[src/rtl/posit_add_align_pipe_if.sv]
// Operand/result handshake bundle for the posit add align/add/normalise core.
// master drives operands and consumes results; slave is the core.
interface posit_add_align_pipe_if #(
  parameter int N  = 8,
  parameter int ES = 3,
  parameter int RS = $clog2(N)
);
  logic                 in_valid;
  logic                 in_ready;
  logic                 A_Sign;
  logic                 B_Sign;
  logic signed [RS:0]   A_k;
  logic signed [RS:0]   B_k;
  logic [ES-1:0]        A_Exponent;
  logic [ES-1:0]        B_Exponent;
  logic [N-1:0]         A_Mantissa;
  logic [N-1:0]         B_Mantissa;
  logic                 A_inf;
  logic                 B_inf;
  logic                 A_zero;
  logic                 B_zero;

  logic                 out_valid;
  logic                 out_ready;
  logic                 Sign;
  logic signed [RS:0]   k;
  logic [ES-1:0]        Exponent;
  logic [N-1:0]         Mantissa;
  logic                 inf;
  logic                 zero;

  modport master (
    output in_valid, A_Sign, B_Sign, A_k, B_k, A_Exponent, B_Exponent,
           A_Mantissa, B_Mantissa, A_inf, B_inf, A_zero, B_zero, out_ready,
    input  in_ready, out_valid, Sign, k, Exponent, Mantissa, inf, zero
  );

  modport slave (
    input  in_valid, A_Sign, B_Sign, A_k, B_k, A_Exponent, B_Exponent,
           A_Mantissa, B_Mantissa, A_inf, B_inf, A_zero, B_zero, out_ready,
    output in_ready, out_valid, Sign, k, Exponent, Mantissa, inf, zero
  );
endinterface

[src/rtl/posit_add_align_pipe.sv]
// Three-stage posit add core: compare/swap, align/add, normalise/clamp.
// One global advance signal moves every stage together; outputs are the stage-3 registers.
module posit_add_align_pipe #(
  parameter int N  = 8,
  parameter int ES = 3,
  parameter int RS = $clog2(N)
) (
  input  logic                  clk,
  input  logic                  rst_n,
  posit_add_align_pipe_if.slave io
);

  localparam int W   = RS + ES + 3;       // signed scale width
  localparam int SW  = 2 * N;             // aligned mantissa width
  localparam int LZW = $clog2(SW + 1);
  localparam logic signed [W-1:0] K_MAX = W'(N - 2);
  localparam logic signed [W-1:0] K_MIN = -K_MAX;

  logic adv;
  assign adv = ~io.out_valid | io.out_ready;
  assign io.in_ready = adv;

  // ---------------- stage 1: compare / swap ----------------
  logic signed [W-1:0] a_scale, b_scale;
  logic [N-1:0]        a_mant, b_mant;
  logic                a_is_l;

  logic                s1_valid_d, s1_valid_q;
  logic                s1_sl_d, s1_sl_q;
  logic                s1_eff_sub_d, s1_eff_sub_q;
  logic signed [W-1:0] s1_el_d, s1_el_q;
  logic [W-1:0]        s1_d_d, s1_d_q;
  logic [N-1:0]        s1_ml_d, s1_ml_q;
  logic [N-1:0]        s1_ms_d, s1_ms_q;
  logic                s1_inf_d, s1_inf_q;
  logic                s1_both_zero_d, s1_both_zero_q;
  logic                s1_one_zero_d, s1_one_zero_q;

  assign a_scale = (W'(io.A_k) <<< ES) + W'(io.A_Exponent);
  assign b_scale = (W'(io.B_k) <<< ES) + W'(io.B_Exponent);
  assign a_mant  = io.A_zero ? '0 : io.A_Mantissa;
  assign b_mant  = io.B_zero ? '0 : io.B_Mantissa;

  // NOTE: every always_comb output gets a default first so no path can infer a latch.
  always_comb begin
    a_is_l = 1'b1;
    // With exactly one zero operand the live one becomes L, so its fields reach stage 3 intact.
    if (io.A_zero != io.B_zero)  a_is_l = io.B_zero;
    else if (a_scale != b_scale) a_is_l = (a_scale > b_scale);
    else                         a_is_l = (a_mant >= b_mant);
  end

  always_comb begin
    s1_valid_d     = io.in_valid;
    s1_sl_d        = a_is_l ? io.A_Sign : io.B_Sign;
    s1_eff_sub_d   = io.A_Sign ^ io.B_Sign;
    s1_el_d        = a_is_l ? a_scale : b_scale;
    s1_d_d         = a_is_l ? W'(a_scale - b_scale) : W'(b_scale - a_scale);
    s1_ml_d        = a_is_l ? a_mant : b_mant;
    s1_ms_d        = a_is_l ? b_mant : a_mant;
    s1_inf_d       = io.A_inf | io.B_inf;
    s1_both_zero_d = io.A_zero & io.B_zero;
    s1_one_zero_d  = io.A_zero ^ io.B_zero;
  end

  // ---------------- stage 2: align / add ----------------
  logic [SW-1:0]       ms_aligned;
  logic                s2_valid_q;
  logic                s2_sl_q;
  logic signed [W-1:0] s2_el_q;
  logic [N-1:0]        s2_ml_q;
  logic [SW:0]         s2_sum_d, s2_sum_q;
  logic                s2_inf_q;
  logic                s2_both_zero_q;
  logic                s2_one_zero_q;

  // Bits shifted past the bottom are dropped; there is no sticky bit.
  assign ms_aligned = (s1_d_q >= W'(SW)) ? '0 : ({s1_ms_q, {N{1'b0}}} >> s1_d_q);

  always_comb begin
    if (s1_eff_sub_q) s2_sum_d = {1'b0, s1_ml_q, {N{1'b0}}} - {1'b0, ms_aligned};
    else              s2_sum_d = {1'b0, s1_ml_q, {N{1'b0}}} + {1'b0, ms_aligned};
  end

  // ---------------- stage 3: normalise / clamp / specials ----------------
  logic [LZW-1:0]      lz;
  logic                carry;
  logic signed [W-1:0] e_norm;
  logic signed [W-1:0] k_wide;
  logic [N-1:0]        norm_mant;

  logic                s3_valid_q;
  logic                s3_sign_d, s3_sign_q;
  logic signed [RS:0]  s3_k_d, s3_k_q;
  logic [ES-1:0]       s3_exp_d, s3_exp_q;
  logic [N-1:0]        s3_mant_d, s3_mant_q;
  logic                s3_inf_d, s3_inf_q;
  logic                s3_zero_d, s3_zero_q;

  always_comb begin
    lz = LZW'(SW);
    for (int i = 0; i < SW; i++) begin
      if (s2_sum_q[i]) lz = LZW'(SW - 1 - i);
    end
  end

  assign carry     = s2_sum_q[SW];
  assign e_norm    = carry ? s2_el_q + W'(1) : s2_el_q - W'(lz);
  assign k_wide    = e_norm >>> ES;
  assign norm_mant = carry ? s2_sum_q[SW:N+1] : N'((s2_sum_q[SW-1:0] << lz) >> N);

  always_comb begin
    s3_sign_d = s2_sl_q;
    s3_k_d    = (RS+1)'(k_wide);
    s3_exp_d  = e_norm[ES-1:0];
    s3_mant_d = norm_mant;
    s3_inf_d  = 1'b0;
    s3_zero_d = 1'b0;
    if (s2_inf_q) begin
      s3_sign_d = 1'b1;
      s3_k_d    = '0;
      s3_exp_d  = '0;
      s3_mant_d = '0;
      s3_inf_d  = 1'b1;
    end else if (s2_both_zero_q || (s2_sum_q == '0)) begin
      s3_sign_d = 1'b0;
      s3_k_d    = '0;
      s3_exp_d  = '0;
      s3_mant_d = '0;
      s3_zero_d = 1'b1;
    end else if (s2_one_zero_q) begin
      // The live operand is L, so its scale splits back into its own k and exponent.
      s3_k_d    = (RS+1)'(s2_el_q >>> ES);
      s3_exp_d  = s2_el_q[ES-1:0];
      s3_mant_d = s2_ml_q;
    end else if (k_wide > K_MAX) begin
      s3_k_d    = (RS+1)'(K_MAX);
      s3_exp_d  = '0;
      s3_mant_d = N'(1) << (N - 1);
    end else if (k_wide < K_MIN) begin
      s3_k_d    = (RS+1)'(K_MIN);
      s3_exp_d  = '0;
      s3_mant_d = N'(1) << (N - 1);
    end
  end

  // ---------------- pipeline registers ----------------
  // NOTE: data registers are reset too, so outputs read all-zero during and right after reset.
  always_ff @(posedge clk or negedge rst_n) begin
    if (!rst_n) begin
      s1_valid_q     <= 1'b0;
      s1_sl_q        <= 1'b0;
      s1_eff_sub_q   <= 1'b0;
      s1_el_q        <= '0;
      s1_d_q         <= '0;
      s1_ml_q        <= '0;
      s1_ms_q        <= '0;
      s1_inf_q       <= 1'b0;
      s1_both_zero_q <= 1'b0;
      s1_one_zero_q  <= 1'b0;
      s2_valid_q     <= 1'b0;
      s2_sl_q        <= 1'b0;
      s2_el_q        <= '0;
      s2_ml_q        <= '0;
      s2_sum_q       <= '0;
      s2_inf_q       <= 1'b0;
      s2_both_zero_q <= 1'b0;
      s2_one_zero_q  <= 1'b0;
      s3_valid_q     <= 1'b0;
      s3_sign_q      <= 1'b0;
      s3_k_q         <= '0;
      s3_exp_q       <= '0;
      s3_mant_q      <= '0;
      s3_inf_q       <= 1'b0;
      s3_zero_q      <= 1'b0;
    end else if (adv) begin
      // NOTE: non-blocking assignments let all three stages shift on the same edge.
      s1_valid_q     <= s1_valid_d;
      s1_sl_q        <= s1_sl_d;
      s1_eff_sub_q   <= s1_eff_sub_d;
      s1_el_q        <= s1_el_d;
      s1_d_q         <= s1_d_d;
      s1_ml_q        <= s1_ml_d;
      s1_ms_q        <= s1_ms_d;
      s1_inf_q       <= s1_inf_d;
      s1_both_zero_q <= s1_both_zero_d;
      s1_one_zero_q  <= s1_one_zero_d;
      s2_valid_q     <= s1_valid_q;
      s2_sl_q        <= s1_sl_q;
      s2_el_q        <= s1_el_q;
      s2_ml_q        <= s1_ml_q;
      s2_sum_q       <= s2_sum_d;
      s2_inf_q       <= s1_inf_q;
      s2_both_zero_q <= s1_both_zero_q;
      s2_one_zero_q  <= s1_one_zero_q;
      s3_valid_q     <= s2_valid_q;
      s3_sign_q      <= s3_sign_d;
      s3_k_q         <= s3_k_d;
      s3_exp_q       <= s3_exp_d;
      s3_mant_q      <= s3_mant_d;
      s3_inf_q       <= s3_inf_d;
      s3_zero_q      <= s3_zero_d;
    end
  end

  assign io.out_valid = s3_valid_q;
  assign io.Sign      = s3_sign_q;
  assign io.k         = s3_k_q;
  assign io.Exponent  = s3_exp_q;
  assign io.Mantissa  = s3_mant_q;
  assign io.inf       = s3_inf_q;
  assign io.zero      = s3_zero_q;

endmodule

[src/flat_wrapper.sv]
// flat-port wrapper written by rule: the top's interface ports become plain ports
module posit_add_align_pipe_flat 
#(
  parameter int N  = 8,
  parameter int ES = 3,
  parameter int RS = $clog2(N)
)
  (clk, rst_n, io_in_valid, io_A_Sign, io_B_Sign, io_A_k, io_B_k, io_A_Exponent, io_B_Exponent, io_A_Mantissa, io_B_Mantissa, io_A_inf, io_B_inf, io_A_zero, io_B_zero, io_out_ready, io_in_ready, io_out_valid, io_Sign, io_k, io_Exponent, io_Mantissa, io_inf, io_zero);
  posit_add_align_pipe_if #(.N(N), .ES(ES), .RS(RS)) io_i ();
  input  logic clk;
  input  logic rst_n;
  input wire logic [$bits(io_i.in_valid)-1:0] io_in_valid;
  input wire logic [$bits(io_i.A_Sign)-1:0] io_A_Sign;
  input wire logic [$bits(io_i.B_Sign)-1:0] io_B_Sign;
  input wire logic [$bits(io_i.A_k)-1:0] io_A_k;
  input wire logic [$bits(io_i.B_k)-1:0] io_B_k;
  input wire logic [$bits(io_i.A_Exponent)-1:0] io_A_Exponent;
  input wire logic [$bits(io_i.B_Exponent)-1:0] io_B_Exponent;
  input wire logic [$bits(io_i.A_Mantissa)-1:0] io_A_Mantissa;
  input wire logic [$bits(io_i.B_Mantissa)-1:0] io_B_Mantissa;
  input wire logic [$bits(io_i.A_inf)-1:0] io_A_inf;
  input wire logic [$bits(io_i.B_inf)-1:0] io_B_inf;
  input wire logic [$bits(io_i.A_zero)-1:0] io_A_zero;
  input wire logic [$bits(io_i.B_zero)-1:0] io_B_zero;
  input wire logic [$bits(io_i.out_ready)-1:0] io_out_ready;
  output wire logic [$bits(io_i.in_ready)-1:0] io_in_ready;
  output wire logic [$bits(io_i.out_valid)-1:0] io_out_valid;
  output wire logic [$bits(io_i.Sign)-1:0] io_Sign;
  output wire logic [$bits(io_i.k)-1:0] io_k;
  output wire logic [$bits(io_i.Exponent)-1:0] io_Exponent;
  output wire logic [$bits(io_i.Mantissa)-1:0] io_Mantissa;
  output wire logic [$bits(io_i.inf)-1:0] io_inf;
  output wire logic [$bits(io_i.zero)-1:0] io_zero;
  assign io_i.in_valid = io_in_valid;
  assign io_i.A_Sign = io_A_Sign;
  assign io_i.B_Sign = io_B_Sign;
  assign io_i.A_k = io_A_k;
  assign io_i.B_k = io_B_k;
  assign io_i.A_Exponent = io_A_Exponent;
  assign io_i.B_Exponent = io_B_Exponent;
  assign io_i.A_Mantissa = io_A_Mantissa;
  assign io_i.B_Mantissa = io_B_Mantissa;
  assign io_i.A_inf = io_A_inf;
  assign io_i.B_inf = io_B_inf;
  assign io_i.A_zero = io_A_zero;
  assign io_i.B_zero = io_B_zero;
  assign io_i.out_ready = io_out_ready;
  assign io_in_ready = io_i.in_ready;
  assign io_out_valid = io_i.out_valid;
  assign io_Sign = io_i.Sign;
  assign io_k = io_i.k;
  assign io_Exponent = io_i.Exponent;
  assign io_Mantissa = io_i.Mantissa;
  assign io_inf = io_i.inf;
  assign io_zero = io_i.zero;
  posit_add_align_pipe #(.N(N), .ES(ES), .RS(RS)) u_core (.clk(clk), .rst_n(rst_n), .io(io_i));
endmodule
[config.mk]
export PLATFORM = sky130hd
export DESIGN_NAME = posit_add_align_pipe_flat
export DESIGN_NICKNAME = d
export VERILOG_FILES = /design/src/rtl/posit_add_align_pipe_if.sv /design/src/rtl/posit_add_align_pipe.sv /design/src/flat_wrapper.sv
export SDC_FILE = /design/constraint.sdc
export NUM_CORES = 1
export LEC_CHECK = 0
export ABC_AREA = 1
export BUFFER_PORTS_ARGS = -buffer_cell sky130_fd_sc_hd__buf_2
export CAP_MARGIN = 20
export CELL_PAD_IN_SITES_DETAIL_PLACEMENT = 1
export CELL_PAD_IN_SITES_GLOBAL_PLACEMENT = 2
export CORE_ASPECT_RATIO = 1.25
export CORE_MARGIN = 4
export CORE_UTILIZATION = 34
export DETAILED_ROUTE_END_ITERATION = 6
export PLACE_DENSITY = 0.84
export SYNTH_ARGS = -nofsm -noshare
export SYNTH_HDL_FRONTEND = slang
export SYNTH_SLANG_ARGS = --single-unit
[constraint.sdc]
create_clock -name clk -period 4.8 [get_ports clk]
set_input_delay 0 -clock clk [delete_from_list [all_inputs] [get_ports clk]]
set_output_delay 0 -clock clk [all_outputs]
set_load 0.01 [all_outputs]
Yosys cells after proc, flatten, opt, wreduce, memory -nomap -nowiden

Cells that the tools add are included.

Flip-flop bits (word level): 98
Bits in latches: 0
Memory bits (writable): 0
Bits in read-only memories: 0
Input port bits: 40
Output and inout port bits: 20
Word-level logic and storage cells: 99
Memories: 0

Add/sub/neg operators: 8
Multiply operators: 0
Div/mod/pow operators: 0
$lt $le $gt $ge: 5
Equal/unequal tests: 2
Shifts and indexed selects: 2
Muxes and demuxes: 49
Bitwise operators: 6
Reductions and logical operators: 2

Operator list:

| operator                                                           | number |
|---|---|
| two-way mux 5 bit                                                  | 16 |
| two-way mux 8 bit                                                  | 10 |
| two-way mux 9 bit                                                  | 3 |
| two-way mux 4 bit                                                  | 5 |
| subtractor 9 bit                                                   | 2 |
| adder 16 x 16 -> 17 bit                                            | 1 |
| zero test 17 bit                                                   | 1 |
| two-way mux 17 bit                                                 | 1 |
| subtractor 16 x 16 -> 17 bit                                       | 1 |
| adder 7 x 4 -> 8 bit                                               | 2 |
| two-way mux 16 bit                                                 | 1 |
| << shifter 16 x 5 -> 16 bit                                        | 1 |
| right shift 16 x 9 -> 16 bit                                       | 1 |
| two-way mux 3 bit                                                  | 5 |
| adder 9 x 1 -> 9 bit (second input constant)                       | 1 |
| greater-or-equal comparator 9 x 5 -> 1 bit (second input constant) | 1 |
| greater-than comparator 9 bit                                      | 1 |
| inequality test 9 bit                                              | 1 |
| subtractor 9 x 5 -> 9 bit                                          | 1 |
| greater-or-equal comparator 8 bit                                  | 1 |
| two-way mux 1 bit                                                  | 8 |
| greater-than comparator 6 x 4 -> 1 bit (second input constant)     | 1 |
| < comparator 6 x 4 -> 1 bit (second input constant)                | 1 |
| bitwise OR 1 bit                                                   | 2 |
| other kinds (5)                                                    | 6 |

Depth between registers and ports, before layout

Depth in word-level cells: 24
Depth in mapped cells: 38
Mapped depth without buffers: 37

Worst setup path before layout

No wires, ideal clock.

Path type: register to register
From: register u_core.s2_sum_q[1]
To: register u_core.s3_k_q[1] (netlist: u_core.io.k[1])
Library setup time: 124 ps
Arrival: 3651 ps
Required time: 4676 ps
Slack: 1025 ps
Cell stages (with the launch flop): 37
Buffers on the path: 1
Clock period less this slack: 3775 ps
Cells stage by stage: dfrtp_1 inv_2 nand2_1 nand2_1 nand2_1 nand2_1 nand2_1 nand2_1 nand2_1 nand2_1 nand2_1 nand2_1 nand2_1 nand2_2 nand2_4 nand2_4 buf_8 clkinv_2 ha_1 nand2_1 nor2_1 ha_1 inv_1 nor2_1 ha_1 a21o_1 a21oi_2 nor2_1 o21ai_1 nand2_1 xnor2_2 o21bai_2 nand3_2 inv_1 nand2_1 o211ai_1 nand2_1

Longest elaborated chain between the ends: 23
Elaborated cells between the ends (all ways): 26
Those cells by class: 1 x add/sub; 2 x order compare; 21 x mux; 2 x reduce/logical

Ends and longest elaborated chain:

| what                             | line                        | text |
|---|---|---|
| start, declared                  | posit_add_align_pipe.sv:72  | `logic [SW:0] s2_sum_d, s2_sum_q;` |
| start signal, assigned           | posit_add_align_pipe.sv:192 | `s2_sum_q <= s2_sum_d;` |
| two-way mux 5 bit (15 in series) | posit_add_align_pipe.sv:103 | `if (s2_sum_q[i]) lz = LZW'(SW - 1 - i);` |
| subtractor 9 x 5 -> 9 bit        | posit_add_align_pipe.sv:108 | `assign e_norm = carry ? s2_el_q + W'(1) : s2_el_q - W'(lz);` |
| two-way mux 9 bit                | posit_add_align_pipe.sv:108 |  |
| < comparator 6 x 4 -> 1 bit      | posit_add_align_pipe.sv:140 | `end else if (k_wide < K_MIN) begin` |
| two-way mux 4 bit                | posit_add_align_pipe.sv:140 |  |
| two-way mux 4 bit                | posit_add_align_pipe.sv:136 | `end else if (k_wide > K_MAX) begin` |
| two-way mux 4 bit                | posit_add_align_pipe.sv:131 | `end else if (s2_one_zero_q) begin` |
| two-way mux 4 bit (*)            | posit_add_align_pipe.sv:125 | `end else if (s2_both_zero_q \|\| (s2_sum_q == '0)) begin` |
| two-way mux 4 bit (*)            | posit_add_align_pipe.sv:119 | `if (s2_inf_q) begin` |
| end signal, assigned             | posit_add_align_pipe.sv:198 | `s3_k_q <= s3_k_d;` |
| end, declared                    | posit_add_align_pipe.sv:94  | `logic signed [RS:0] s3_k_d, s3_k_q;` |

Every way passes the cells marked *; elsewhere a longest branch is shown, timed or not.
A chain may end at the register's enable or synchronous reset.

Worst setup path in the final report

Same ends and word-level chain as after synthesis.

==> out/qor.json <==
{
  "numCtsBuffers": {"value": 9},
  "synth.cell_area": {"value": 0.00784, "unit": "mm2"},
  "power.switching_fraction": {"value": 0.525},
  "routed-via-count": {"value": 7658},
  "worstSetupEndpointType": {"value": "register"},
  "globalRoute.totalOverflow": {"value": 0},
  "seq_power_share": {"value": 0.250},
  "clk_path_buf_depth": {"value": 2},
  "crit_start": {"value": "u_core.s2_sum_q[1]"},
  "post_route_utilization": {"value": 0.387},
  "reg2reg_from": {"value": "u_core.s2_sum_q[1]"},
  "timing.final.crit_share": {"value": 0.902},
  "ioPinCount": {"value": 60},
  "synthesis.instances": {"value": 1166},
  "max-cap-violations": {"value": 0},
  "dr.first_iter.drc_count": {"value": 361},
  "cts_max_level": {"value": 3},
  "global_route.usage.total": {"value": 0.197},
  "worstSetupStartpointType": {"value": "register"},
  "worstPathRequired": {"value": 5.05, "unit": "ns"},
  "drt-vias-per-instance": {"value": 5.10},
  "synthDistinctLibCells": {"value": 51},
  "number_of_i_o_port_buffers": {"value": 59},
  "fmax": {"value": 0.231, "unit": "GHz"},
  "r2r_slack": {"value": 0.47, "unit": "ns"},
  "final_max_slew_viol_count": {"value": 0},
  "post-place-cells": {"value": 1464},
  "routabilityCongestion": {"value": 0.897},
  "pwr_density_cell": {"value": 638, "unit": "mW/mm2"},
  "rsz0062_at_grt": {"value": "false"},
  "die_h": {"value": 178, "unit": "um"},
  "design.die.area": {"value": 0.0256, "unit": "mm2"},
  "rows": {"value": 61},
  "cts-root-buf": {"value": "sky130_fd_sc_hd__clkbuf_16"},
  "synth_fa_ha_area_frac": {"value": 0.0916},
  "internal_power": {"value": 2.64, "unit": "mW"},
  "layout.filler_cells": {"value": 2942},
  "first_pass_grt_wire_length": {"value": 40300, "unit": "um"},
  "final_common_cell": {"value": "sky130_fd_sc_hd__nand2_1"},
  "clock_latency": {"value": 0.36, "unit": "ns"},
  "setup_violations": {"value": 0},
  "finalNetCount": {"value": 1308},
  "power.share.combinational": {"value": 0.621},
  "timing.critical_path.mode_cell": {"value": "sky130_fd_sc_hd__nand2_1"},
  "clock_tree_from_tritoncts": {"value": "done"},
  "final_hold_viol_count": {"value": 0},
  "min-delay-path-class": {"value": "input port to register"},
  "timing.hold.worst.start": {"value": "io_B_Sign"},
  "critPathSlowestCell": {"value": "sky130_fd_sc_hd__dfrtp_1"},
  "place_hpwl": {"value": 19000, "unit": "um"},
  "mux_contribution_to_synthesized_area": {"value": 0},
  "initial_core_util": {"value": 0.349},
  "num_antenna_cells": {"value": 0},
  "worst_pin_slew": {"value": 0.860, "unit": "ns"},
  "detail_route.wl_per_cell": {"value": 16.1, "unit": "um"},
  "synth_top_family_by_area": {"value": "simple AND/OR/NAND/NOR gates"},
  "synthArstFlopShare": {"value": 1.00},
  "ys.warnings.count": {"value": 0},
  "clk_pin_slew_worst_paths": {"value": 0.08, "unit": "ns"},
  "vdd.ir_drop.worst": {"value": 0.000275, "unit": "V"},
  "synth-seq-cells": {"value": 94},
  "post_route_cells_drive_above_1_share": {"value": 0.113},
  "drt-total-wl": {"value": 24100, "unit": "um"},
  "netSwitchingPower": {"value": 2.91, "unit": "mW"},
  "synthXorXnorAreaFrac": {"value": 0.0267},
  "setup-tns-final": {"value": 0, "unit": "ns"},
  "detail_route.first_pass.iterations": {"value": 4},
  "final_cell_mix": {"value": "377 x sky130_fd_sc_hd__nand2_1, 116 x sky130_fd_sc_hd__inv_1, 108 x sky130_fd_sc_hd__nand3_1"},
  "slew_headroom": {"value": 0.426},
  "crit_path_largest_cell_delay": {"value": 0.41, "unit": "ns"},
  "yosys.area.top_type_share": {"value": 0.300},
  "leakage_power_total": {"value": 4.59, "unit": "nW"},
  "setup.worst_path.class": {"value": "register to register"},
  "status": {"value": "completed"},
  "floorplan.die.width": {"value": 144, "unit": "um"},
  "synth_enable_flop_cells": {"value": 0},
  "instances_no_fill": {"value": 1501},
  "number_of_global_route_vias_before_repair": {"value": 7971},
  "cp_max_fo": {"value": 18},
  "route.detailed.drc": {"value": 0},
  "share_clk_of_total_power": {"value": 0.129},
  "pin_count_of_the_biggest_net_entering_global_routing": {"value": 60},
  "synth_simple_gate_area_share": {"value": 0.340},
  "crit_end": {"value": "u_core.io.k[1]"},
  "post_synth_main_area_contributors": {"value": "sky130_fd_sc_hd__dfrtp_1 30%, sky130_fd_sc_hd__nand2_1 18%, sky130_fd_sc_hd__ha_1 8.1%"},
  "skew": {"value": 0.0168, "unit": "ns"},
  "synth_compound_area_frac": {"value": 0.138},
  "crit-reg2reg-capture": {"value": "u_core.io.k[1]"},
  "core_area": {"value": 0.0224, "unit": "mm2"},
  "mappedNetlistNets": {"value": 1261},
  "cts_num_sinks": {"value": 94},
  "antenna_found_initial": {"value": 0},
  "ant_nets": {"value": 0},
  "ys_seq_area_frac": {"value": 0.300},
  "ys.flop_type": {"value": "sky130_fd_sc_hd__dfrtp_1"},
  "crit_path_arrival_time": {"value": 4.58, "unit": "ns"},
  "synth_area_leader_cell": {"value": "sky130_fd_sc_hd__dfrtp_1"},
  "flow.area_growth_from_synthesis": {"value": 10.9, "unit": "%"},
  "syn_avg_cell_area": {"value": 6.72, "unit": "um2"},
  "layout_min_cycle_time": {"value": 4.33, "unit": "ns"},
  "worst_r2r_path_depth": {"value": 35}
}
[registers in the layout, summed over array words and instances, names as in the netlist, 3 cells and up]
register,count
u_core.s2_sum_q,17
u_core.s1_ms_q,8
u_core.io.Mantissa,8
u_core.s1_el_q,7
u_core.s2_el_q,7
u_core.s2_ml_q,8
u_core.s1_d_q,9
u_core.s1_ml_q,8
u_core.io.k,4
u_core.io.Exponent,3
[metrics by stage]
step / hold WS (ns) / power, mW / worst slack, ns / area, um2
after CTS: 0.00384 / 5.54 / 0.373 / 8610
after global placement: 0.132 / 4.69 / 0.557 / 8200
after floorplan: -0.296 / 3.92 / 1.02 / 7840
after detailed placement: 0.136 / 4.77 / 0.390 / 8200
final: 0.0123 / 5.55 / 0.469 / 8690
after global routing: 0.0309 / 6.13 / 0.0133 / 8690
[cell families (layout without fill, tap and decap cells)]
group,after synthesis,after routing
simple gates,634,634
compound gates,183,183
buf+inv,177,229
flops,94,94
fa+ha+maj,55,55
xor+xnor,23,23
[synth_stat cells, types with 5 or more instances]
library cell               instances
sky130_fd_sc_hd__nand2_1         377
sky130_fd_sc_hd__inv_1           118
sky130_fd_sc_hd__nand3_1         108
sky130_fd_sc_hd__nor2_1          108
sky130_fd_sc_hd__dfrtp_1          94
sky130_fd_sc_hd__o21ai_0          74
sky130_fd_sc_hd__ha_1             51
sky130_fd_sc_hd__a21oi_1          46
sky130_fd_sc_hd__clkbuf_1         18
sky130_fd_sc_hd__xor2_1           18
sky130_fd_sc_hd__a31oi_1          17
sky130_fd_sc_hd__buf_2             9
sky130_fd_sc_hd__buf_4             8
sky130_fd_sc_hd__inv_2             8
sky130_fd_sc_hd__nand2_2           8
sky130_fd_sc_hd__clkbuf_8          7
sky130_fd_sc_hd__nand3_2           6
sky130_fd_sc_hd__nor3_1            6
sky130_fd_sc_hd__o21ai_1           6
sky130_fd_sc_hd__nand4_1           5
sky130_fd_sc_hd__o211ai_1          5
sky130_fd_sc_hd__or2_2             5
[repair_timing]
item | 4_1_cts | 5_1_grt
buffers inserted | 0 | 8
endpoints found under the hold margin | 72 | 0
resized for setup | 0 | 2
hold buffers | 12 | 0
endpoints found under the setup margin | 0 | 12
[critical path: cells and delay by family, from the launching register on]
family                   cells  cell delay [ns]
adder cells (fa/ha/maj)      3             0.85
flip-flops                   1             0.41
XOR/XNOR                     1             0.18
buffers and inverters        4             0.37
AO/OA/AOI/OAI                5             0.76
AND/OR/NAND/NOR             22             1.67
[routing by layer]
metal  track usage  share of wire  vias to the layer above
met4        0.0718          0.031                        0
li1              -              -                     3857
met1         0.241           0.43                     3652
met3        0.0175          0.021                       43
met5             0              0                        -
met2         0.359           0.52                      106
[how the worst min path moves through the flow]
stage | endpoint | depth (start not counted)
6_report | u_core.s1_sl_q | 3
5_1_grt | u_core.s1_sl_q | 3
4_1_cts | u_core.s1_sl_q | 3
3_5_place_dp | u_core.s1_valid_q | 1
3_3_place_gp | u_core.s1_valid_q | 1
2_1_floorplan | u_core.io.Exponent[0] | 0
[power groups by stage]
stage / clock (mW) / sequential [mW] / combinational, mW
CTS: 0.737 / 1.40 / 3.40
detailed placement: 0 / 1.41 / 3.37
floorplan: 0 / 1.27 / 2.66
global route: 0.765 / 1.43 / 3.93
finish: 0.714 / 1.39 / 3.45
global placement: 0 / 1.39 / 3.30
[final cells by class]
class | instances | area, um2 | share of cell area
Timing Repair Buffer | 84 | 515 | 0.0593
Clock inverter | 6 | 51.3 | 0.00590
Sequential cell | 94 | 2350 | 0.271
Multi-Input combinational cell | 895 | 4690 | 0.540
Clock buffer | 10 | 239 | 0.0275
Tap cell | 283 | 354 | 0.0407
Inverter | 129 | 489 | 0.0563
Note: power is estimated with default switching activity, not from simulation.
